`config.mk`:
```
export PLATFORM = sky130hd
export DESIGN_NAME = fpcvt_13to9
export DESIGN_NICKNAME = d
export VERILOG_FILES = /design/src/rtl/fpcvt_pkg.sv /design/src/rtl/fpcvt_lzc.sv /design/src/rtl/fpcvt_13to9.sv
export SDC_FILE = /design/constraint.sdc
export NUM_CORES = 1
export LEC_CHECK = 0
export ABC_AREA = 1
export CAP_MARGIN = 20
export CORE_MARGIN = 2
export CORE_UTILIZATION = 42
export DETAILED_ROUTE_END_ITERATION = 6
export PLACE_DENSITY_LB_ADDON = 0.3
export SLEW_MARGIN = 40
export SYNTH_ARGS = -nofsm -noshare
export SYNTH_HDL_FRONTEND = slang
export SYNTH_SLANG_ARGS = --single-unit
```
`constraint.sdc`:
```
create_clock -name clk -period 0.8 [get_ports clk]
set_input_delay 0.08 -clock clk [delete_from_list [all_inputs] [get_ports clk]]
set_output_delay 0.08 -clock clk [all_outputs]
set_load 0.01 [all_outputs]
```
`src/rtl/fpcvt_pkg.sv`:
```
// ---------------------------------------------------------------------------
// fpcvt_pkg
//   Shared widths, limits and the packed result type for the 13-bit integer
//   to 9-bit sign-magnitude float converter (fpcvt_13to9).
//
//   Result format (fp9_t): {s, e[2:0], f[4:0]}, value = (-1)^s * f * 2^e.
// ---------------------------------------------------------------------------
package fpcvt_pkg;

    localparam int IN_W  = 13;   // two's-complement input width
    localparam int EXP_W = 3;    // exponent width
    localparam int SIG_W = 5;    // significand width
    localparam int MAG_W = 12;   // magnitude width (input minus sign)

    localparam logic [EXP_W-1:0] E_MAX = 3'd7;
    localparam logic [SIG_W-1:0] F_MAX = 5'd31;

    typedef struct packed {
        logic             s;
        logic [EXP_W-1:0] e;
        logic [SIG_W-1:0] f;
    } fp9_t;

endpackage

```
`src/rtl/fpcvt_lzc.sv`:
```
// ---------------------------------------------------------------------------
// fpcvt_lzc
//   Combinational leading-zero counter for the 12-bit magnitude.
//
//   Ports:
//     mag  in   12  magnitude to scan
//     lz   out   4  number of leading zeros, 0..12 (12 when mag == 0)
// ---------------------------------------------------------------------------
module fpcvt_lzc
    import fpcvt_pkg::*;
(
    input  logic [MAG_W-1:0] mag,
    output logic [3:0]       lz
);

    // Ascending scan: the highest set bit is seen last and therefore wins.
    always_comb begin
        lz = 4'd12;
        for (int i = 0; i < MAG_W; i++) begin
            if (mag[i]) begin
                lz = 4'(MAG_W - 1 - i);
            end
        end
    end

endmodule

```
`src/rtl/fpcvt_13to9.sv`:
```
// ---------------------------------------------------------------------------
// fpcvt_13to9
//   Registered converter from a 13-bit two's-complement integer to a 9-bit
//   sign-magnitude float {s, e[2:0], f[4:0]}, value = (-1)^s * f * 2^e.
//   Overflow saturates to e=7, f=31. -4096 has no representable magnitude
//   and is forced to the saturated negative result.
//
//   Build option:
//     FPCVT_ROUND_EN  defined   -> round to nearest on the first dropped bit
//                     undefined -> truncate (dropped bits ignored)
//
//   Ports:
//     clk        in   1   rising-edge clock
//     rst        in   1   asynchronous reset, active-high
//     in_valid   in   1   d is valid this cycle
//     d          in  13   two's-complement input
//     out_valid  out  1   s/e/f hold a new result
//     s          out  1   sign
//     e          out  3   exponent
//     f          out  5   significand
//
//   Valid semantics: a sample is taken on every rising clk where in_valid=1
//   (there is no ready; the stage never stalls). out_valid is in_valid
//   delayed by one cycle. When out_valid=0, s/e/f keep the last result.
// ---------------------------------------------------------------------------
module fpcvt_13to9
    import fpcvt_pkg::*;
(
    input  logic             clk,
    input  logic             rst,
    input  logic             in_valid,
    input  logic [IN_W-1:0]  d,
    output logic             out_valid,
    output logic             s,
    output logic [EXP_W-1:0] e,
    output logic [SIG_W-1:0] f
);

    logic [MAG_W-1:0] mag;
    logic [3:0]       lz;
    logic             is_min;
    logic [EXP_W-1:0] e_raw;
    logic [SIG_W-1:0] f_raw;
    fp9_t             res_d;
    fp9_t             res_q;
    logic             vld_q;

    // -4096 negates to 4096, which has no 12-bit magnitude.
    assign is_min = d[IN_W-1] & ~(|d[MAG_W-1:0]);
    assign mag    = d[IN_W-1] ? MAG_W'(-d) : d[MAG_W-1:0];

    fpcvt_lzc u_lzc (
        .mag (mag),
        .lz  (lz)
    );

`ifdef FPCVT_ROUND_EN
    logic [SIG_W:0] win;   // significand plus the round bit
`endif

    always_comb begin
        res_d   = '0;
        res_d.s = d[IN_W-1];
        e_raw   = EXP_W'(4'd7 - lz);
        f_raw   = '0;
`ifdef FPCVT_ROUND_EN
        win     = '0;
`endif
        if (lz >= 4'd7) begin
            // Fits in the significand directly; nothing is dropped.
            res_d.e = '0;
            res_d.f = mag[SIG_W-1:0];
        end else begin
`ifdef FPCVT_ROUND_EN
            // e_raw >= 1 here, so shifting by e_raw-1 keeps the round bit as LSB.
            win   = (SIG_W+1)'(mag >> (e_raw - 3'd1));
            f_raw = win[SIG_W:1];
            res_d.e = e_raw;
            res_d.f = f_raw;
            if (win[0]) begin
                if (f_raw != F_MAX) begin
                    res_d.f = f_raw + 5'd1;
                end else if (e_raw != E_MAX) begin
                    // 31+1 = 32 renormalises to 16 * 2^(e+1).
                    res_d.f = 5'd16;
                    res_d.e = e_raw + 3'd1;
                end else begin
                    res_d.f = F_MAX;
                    res_d.e = E_MAX;
                end
            end
`else
            f_raw   = SIG_W'(mag >> e_raw);
            res_d.e = e_raw;
            res_d.f = f_raw;
`endif
        end
        if (is_min) begin
            res_d.s = 1'b1;
            res_d.e = E_MAX;
            res_d.f = F_MAX;
        end
    end

    always_ff @(posedge clk or posedge rst) begin
        if (rst) begin
            res_q <= '0;
            vld_q <= 1'b0;
        end else begin
            vld_q <= in_valid;
            if (in_valid) begin
                res_q <= res_d;
            end
        end
    end

    assign out_valid = vld_q;
    assign s         = res_q.s;
    assign e         = res_q.e;
    assign f         = res_q.f;

endmodule

```
==> flow_summary.yaml <==
status:
  outcome: "complete, but fails checks"
  violations_in_the_final_reports: "setup timing"
pwr:
  leakage_nw: 1.16
  totalPowerFinal_mw: 2.54
  pwr_density_cell_nw_per_um2: 1120
  max-vdd-ir-drop_mv: 0.501
drt:
  wire_per_inst_um: 13.1
  vias: 1666
  post_drt_via_cell_ratio: 5.16
  route.antenna.remaining_nets: 0
  drt-total-wl_mm: 4.23
  remaining_routing_drc_violations: 0
  drt_pre_antenna_iters: 4
  detailedRoute.firstIterationViolations: 70
placement:
  dp_hpwl_mm: 2.92
  placed_cells: 311
  place.gp.congestion: 0.840
  area_after_dpl_sq_um: 1970
  place.port_buffers: 25
logic_synthesis:
  synth_flop_cell: "dfrtp_1"
  syn_nets: 227
  synth-edff-count: 0
  syn_avg_cell_area_sq_um: 6.14
  post_synth_design_cell_area_sq_um: 1290
  seq_area_frac_synth: 0.194
  post_synth_num_cell_types: 30
  cell_types_occupying_the_most_area_after_synthesis: "nand2_1 (20%), dfrtp_1 (19%), nand3_1 (10%)"
  synth.top_cell.area_share: 0.204
  post_synth_inst_count: 210
  synth.yosys.warnings: 0
  post-synth-top-area-cell: "nand2_1"
  ys_async_sr_fraction: 1.00
  synth_seq_cells: 10
timing:
  timing.final.setup_violations: 18
  final_hold_viol_count: 0
  rsz_0062_raised_after_global_routing: "yes"
  final_period_minus_worst_setup_slack_ps: 1630
  worst_clock_skew_ps: 0
  final_critical_path_setup_slack_ps: -832
  number_of_max_slew_violations_in_the_final_report: 0
  maxSlewHeadroom: 0.850
  tightestPinTransition_ps: 223
  final.period_utilization: 2.04
  achievable-frequency_mhz: 613
critical_path:
  critical_path.top_delay_family: "simple AND/OR/NAND/NOR gates"
  timing.critical_path.arrival_ps: 1810
  cp_cell_sequence: "dlygate4sd2_1 -> inv_2 -> nand2_4 -> o21ai_4 -> nand2_1 -> nand2_2 -> nand2_4 -> nor2_8 -> nand3_4 -> nor2_4 -> nand2_4 -> nand2_4 -> inv_2 -> nand2_1 -> nand3b_1 -> nand2_1 -> inv_1"
  startpoint_type: "input pin"
  worst_setup_path_type: "input pin to flop"
  cp_slowest_stage_delay_ps: 270
  path_buf_inv: 4
  critical_path.slowest_cell: "dlygate4sd2_1"
  worst-endpoint-required_ps: 980
  endpoint_kind: "flop"
  timing.critical_path.mode_cell: "nand2_4"
  timing.critical_path.fanout_max: 6
clock_tree:
  tritoncts: "built"
  cts_made_buffers: 3
  worst_path_clk_slew_ps: 70
  root_buffer: "clkbuf_4"
  clockBufferDepth: 2
  cts_htree_levels: 1
  clock_insertion_delay_worst_skew_ps: 280
  clkSinkCount: 10
global_route:
  first_global_vias: 1585
  grt_overflow: 0
  grt_start_max_net_pins: 11
  grt_first_pass_wirelength_mm: 6.67
  global_route.usage.total: 0.247
  initial_antenna_violation_count: 0
worst_hold_path:
  min-delay-path-class: "input pin to asynchronous set/reset pin"
final_layout:
  flow.area_growth_from_synthesis_pct: 76.0
  fillCellCount: 200
  finalInstanceArea_sq_um: 2270
  antenna-diode-count: 0
  mostFrequentLayoutCell: "buf_4"
  stdcell_count: 323
  final_layout_size_suffix_gt1_frac: 0.579
  mostFrequentLayoutCells: "buf_4 (51), nand2_1 (48), nand2_2 (22), nand3_1 (21), inv_2 (14)"
  utilization: 0.762
  final_net_count: 308
die:
  pin_count: 26
  design.die.area_sq_um: 3530
  initial_utilization: 0.433
  die_y_um: 59.4
  rows: 20
  die_width_um: 59.4
  design.core.area_sq_um: 2980
run:
  max_cap_viol_count: 0
-- report_power, final --
part | switching, mW | internal, mW | leakage, nW
Sequential | 0.0307 | 0.571 | 0.110
Combinational | 0.802 | 0.650 | 1.03
Clock | 0.205 | 0.278 | 0.0210
Total | 1.04 | 1.50 | 1.16
-- repair_timing --
| action | in CTS | in global routing |
|---|---|---|
| cloned | 1 | 0 |
| buffers inserted | 8 | 1 |
| pin swaps | 47 | 40 |
| resized for setup | 98 | 45 |
| hold buffers | 0 | 0 |
| endpoints found under the setup margin | 19 | 18 |
-- state kept, by name (all words and copies together) (netlist names) --
| name | cells |
|---|---|
| f | 5 |
| e | 3 |
| out_valid | 1 |
| s | 1 |
-- worst register-to-register path, stage by stage (launching register included) --
cell	delay, ps
dfrtp_1	380
or2_2	270
nand2_1	60
inv_1	40
-- per-layer routing --
layer  part of all wire  track usage  up-vias
met1               0.39        0.274      762
li1                   -            -      836
met2               0.52        0.446       52
met5                  0            0        -
met3              0.043       0.0437       16
met4              0.047        0.123        0
-- cell type report --
cell class / instances / area [sq um] / share of cell area
inverters: 30 / 140 / 0.0618
flip-flops and latches: 10 / 250 / 0.110
clock buffers: 4 / 36.3 / 0.0160
well taps: 33 / 41.3 / 0.0182
repair buffers: 78 / 604 / 0.266
multi-input cells: 168 / 1200 / 0.527
-- metrics by stage --
step | hold WS [ps] | setup slack, ps | setup TNS, ps
detailed placement | 396 | -1590 | -13440
global placement | 385 | -1530 | -12950
global route | 107 | -983 | -7750
CTS | 106 | -918 | -7070
finish | 89.4 | -832 | -6450
floorplan | -79.8 | -831 | -5430
-- final timing paths --
path / start / to / slack, ps / cells after the start
worst max-delay path: d[6] / f[3] / -830 / 17
worst min-delay path: rst / e[2] / 90 / 3
worst max register to register: f[3] / f[3] / -50 / 3
worst min register to register: s / s / 510 / 2
max in group asynchronous: rst / f[1] / 610 / 3
min in group clk: d[12] / s / 270 / 4
-- cell usage after synthesis, types with 2 or more instances --
cell type / count
nand2_1: 70
nand3_1: 27
inv_1: 21
nor2_1: 16
dfrtp_1: 10
inv_2: 9
nand2_2: 7
a21oi_1: 6
nand2_4: 6
o21ai_1: 5
nand3_2: 3
nand3b_2: 3
nor2_4: 3
o21ai_0: 3
buf_4: 2
nor2_2: 2
nor2_8: 2
nor3_1: 2
o211ai_1: 2
-- logic make-up (layout without fill, tap and decap cells) --
group	after synthesis	count (layout)	share of synthesized area
AOI/OAI and AO/OA	19	19	0.0845
buffers and inverters	33	112	0.102
DFF	10	10	0.194
and+or+nand+nor	147	148	0.610
adders and majority gates	1	1	0.00971
Note: power is estimated with default switching activity, not from simulation.
==> patch: new RTL, same flow settings <==
Change the package constant `EXP_W` from 3 to 6.
--- a/src/rtl/fpcvt_pkg.sv
+++ b/src/rtl/fpcvt_pkg.sv
@@ -9,5 +9,5 @@
 
     localparam int IN_W  = 13;   // two's-complement input width
-    localparam int EXP_W = 3;    // exponent width
+    localparam int EXP_W = 6;    // exponent width
     localparam int SIG_W = 5;    // significand width
     localparam int MAG_W = 12;   // magnitude width (input minus sign)
Interface: changed (resized e); port bits go from 26 to 29. No check against the original RTL was run, so the function may have changed too.
==> patch against the original RTL <==
The run still ends with negative setup slack left. Hold slack better by 33 ps. Design area up 9.8%. Sequential cell count up 1. Sequential share of layout area about the same. Synthesized area up 5.7%. Routed wire length up 49%. Cell count up 17%. Setup slack worse by 280 ps. Critical path type unchanged. Total power up 4.7%. Largest cell class unchanged. Largest power group unchanged.
==> patch: results (changes against the original RTL) <==
metric	value	unit	change
antenna_found_initial	0		unchanged
seq_area_frac_synth	0.202		+0.00785
worstPathMaxFanout	3		-3
n_fill_cell	192		-4.0%
synth_nets	260		+15%
viasPerCell	5.62		+9.0%
fin_nets	351		+14%
finalSetupViolations	23		+5
portBuffers	28		+12%
place_congestion	0.870		+3.5%
grtUsageTotal	0.287		+0.0399
dr.first_iter.drc_count	290		+310%
fin_ws	-1110	ps	-279 ps
layout-drive-gt1-share	0.589		+0.00928
status	finished, violations left		
place_hpwl	3010	um	+2.9%
drt-pass1-iter-count	6		+2
synthTopCellsByCount	nand2_1, nand3_1, nor2_1		
yosysUniqueCellTypes	25		-17%
arrival	2070	ps	+260 ps
first_global_vias	1848		+17%
clk_latency	260	ps	-20 ps
clk_pin_slew	90	ps	+20 ps
p_leak	1.26	nW	+8.7%
violations	negative setup slack		
netlist_top_cells_area	nand2_1, dfrtp_1, nand3_1		
grt_pass1_wl	7960	um	+19%
patch: path summary, 6_finish.rpt:
kind,from,to,slack [ps],cells past startpoint
setup / recovery,d[10],f[0],-1110,18
max in group asynchronous,rst,f[1],540,3
setup reg to reg,f[4],f[4],-50,1
min in group clk,d[12],s,280,5
hold / removal,rst,s,120,3
hold reg to reg,e[2],e[2],510,2
patch: cell type report:
type,instances,share of cell area
timing repair buffer,91,0.293
tap,44,0.0221
multi-input combinational,190,0.496
inverter,37,0.0683
clock buffer,4,0.0105
sequential,11,0.110
patch: kinds of logic after synthesis:
logic type	share of synthesized area
AOI/OAI and AO/OA	0.0744
adders and majority gates	0.00918
buffers and inverters	0.140
DFF	0.202
and+or+nand+nor	0.575
patch: routing by layer:
layer	GRT usage	up-vias	part of all wire
met1	0.334	996	0.37
li1	-	946	-
met5	0	-	0
met3	0.0597	46	0.063
met4	0.112	0	0.062
met2	0.512	131	0.51
patch: worst max-delay path: cells and delay by family:
kind / cells / cell delay [ps]
buf+inv: 3 / 470
simple gates: 14 / 1470
compound gates: 1 / 50
patch: per-stage QoR:
| step | utilization | worst slack, ps | hold slack, ps | TNS, ps | cells |
|---|---|---|---|---|---|
| after floorplan | - | -814 | -67.6 | -5320 | 243 |
| after global placement | 0.651 | -1620 | 394 | -14290 | 347 |
| after detailed placement | 0.651 | -1640 | 409 | -14660 | 347 |
| after CTS | 0.740 | -895 | 110 | -7560 | 371 |
| after global routing | 0.809 | -1200 | 122 | -9920 | 377 |
| final | 0.809 | -1110 | 123 | -8780 | 377 |
patch: where the power goes:
group	internal [W]	switching, W	total (W)
Sequential	0.000617	0.0000382	0.000655
Combinational	0.000686	0.000903	0.00159
Clock	0.000193	0.000219	0.000413
Total	0.00150	0.00116	0.00266
patch: what timing repair did:
action                                  CTS  global route
pin swaps                                51            43
gates resized for setup                 123            72
setup buffers                            18             7
endpoints found under the setup margin   22            23
cloned                                    3             0
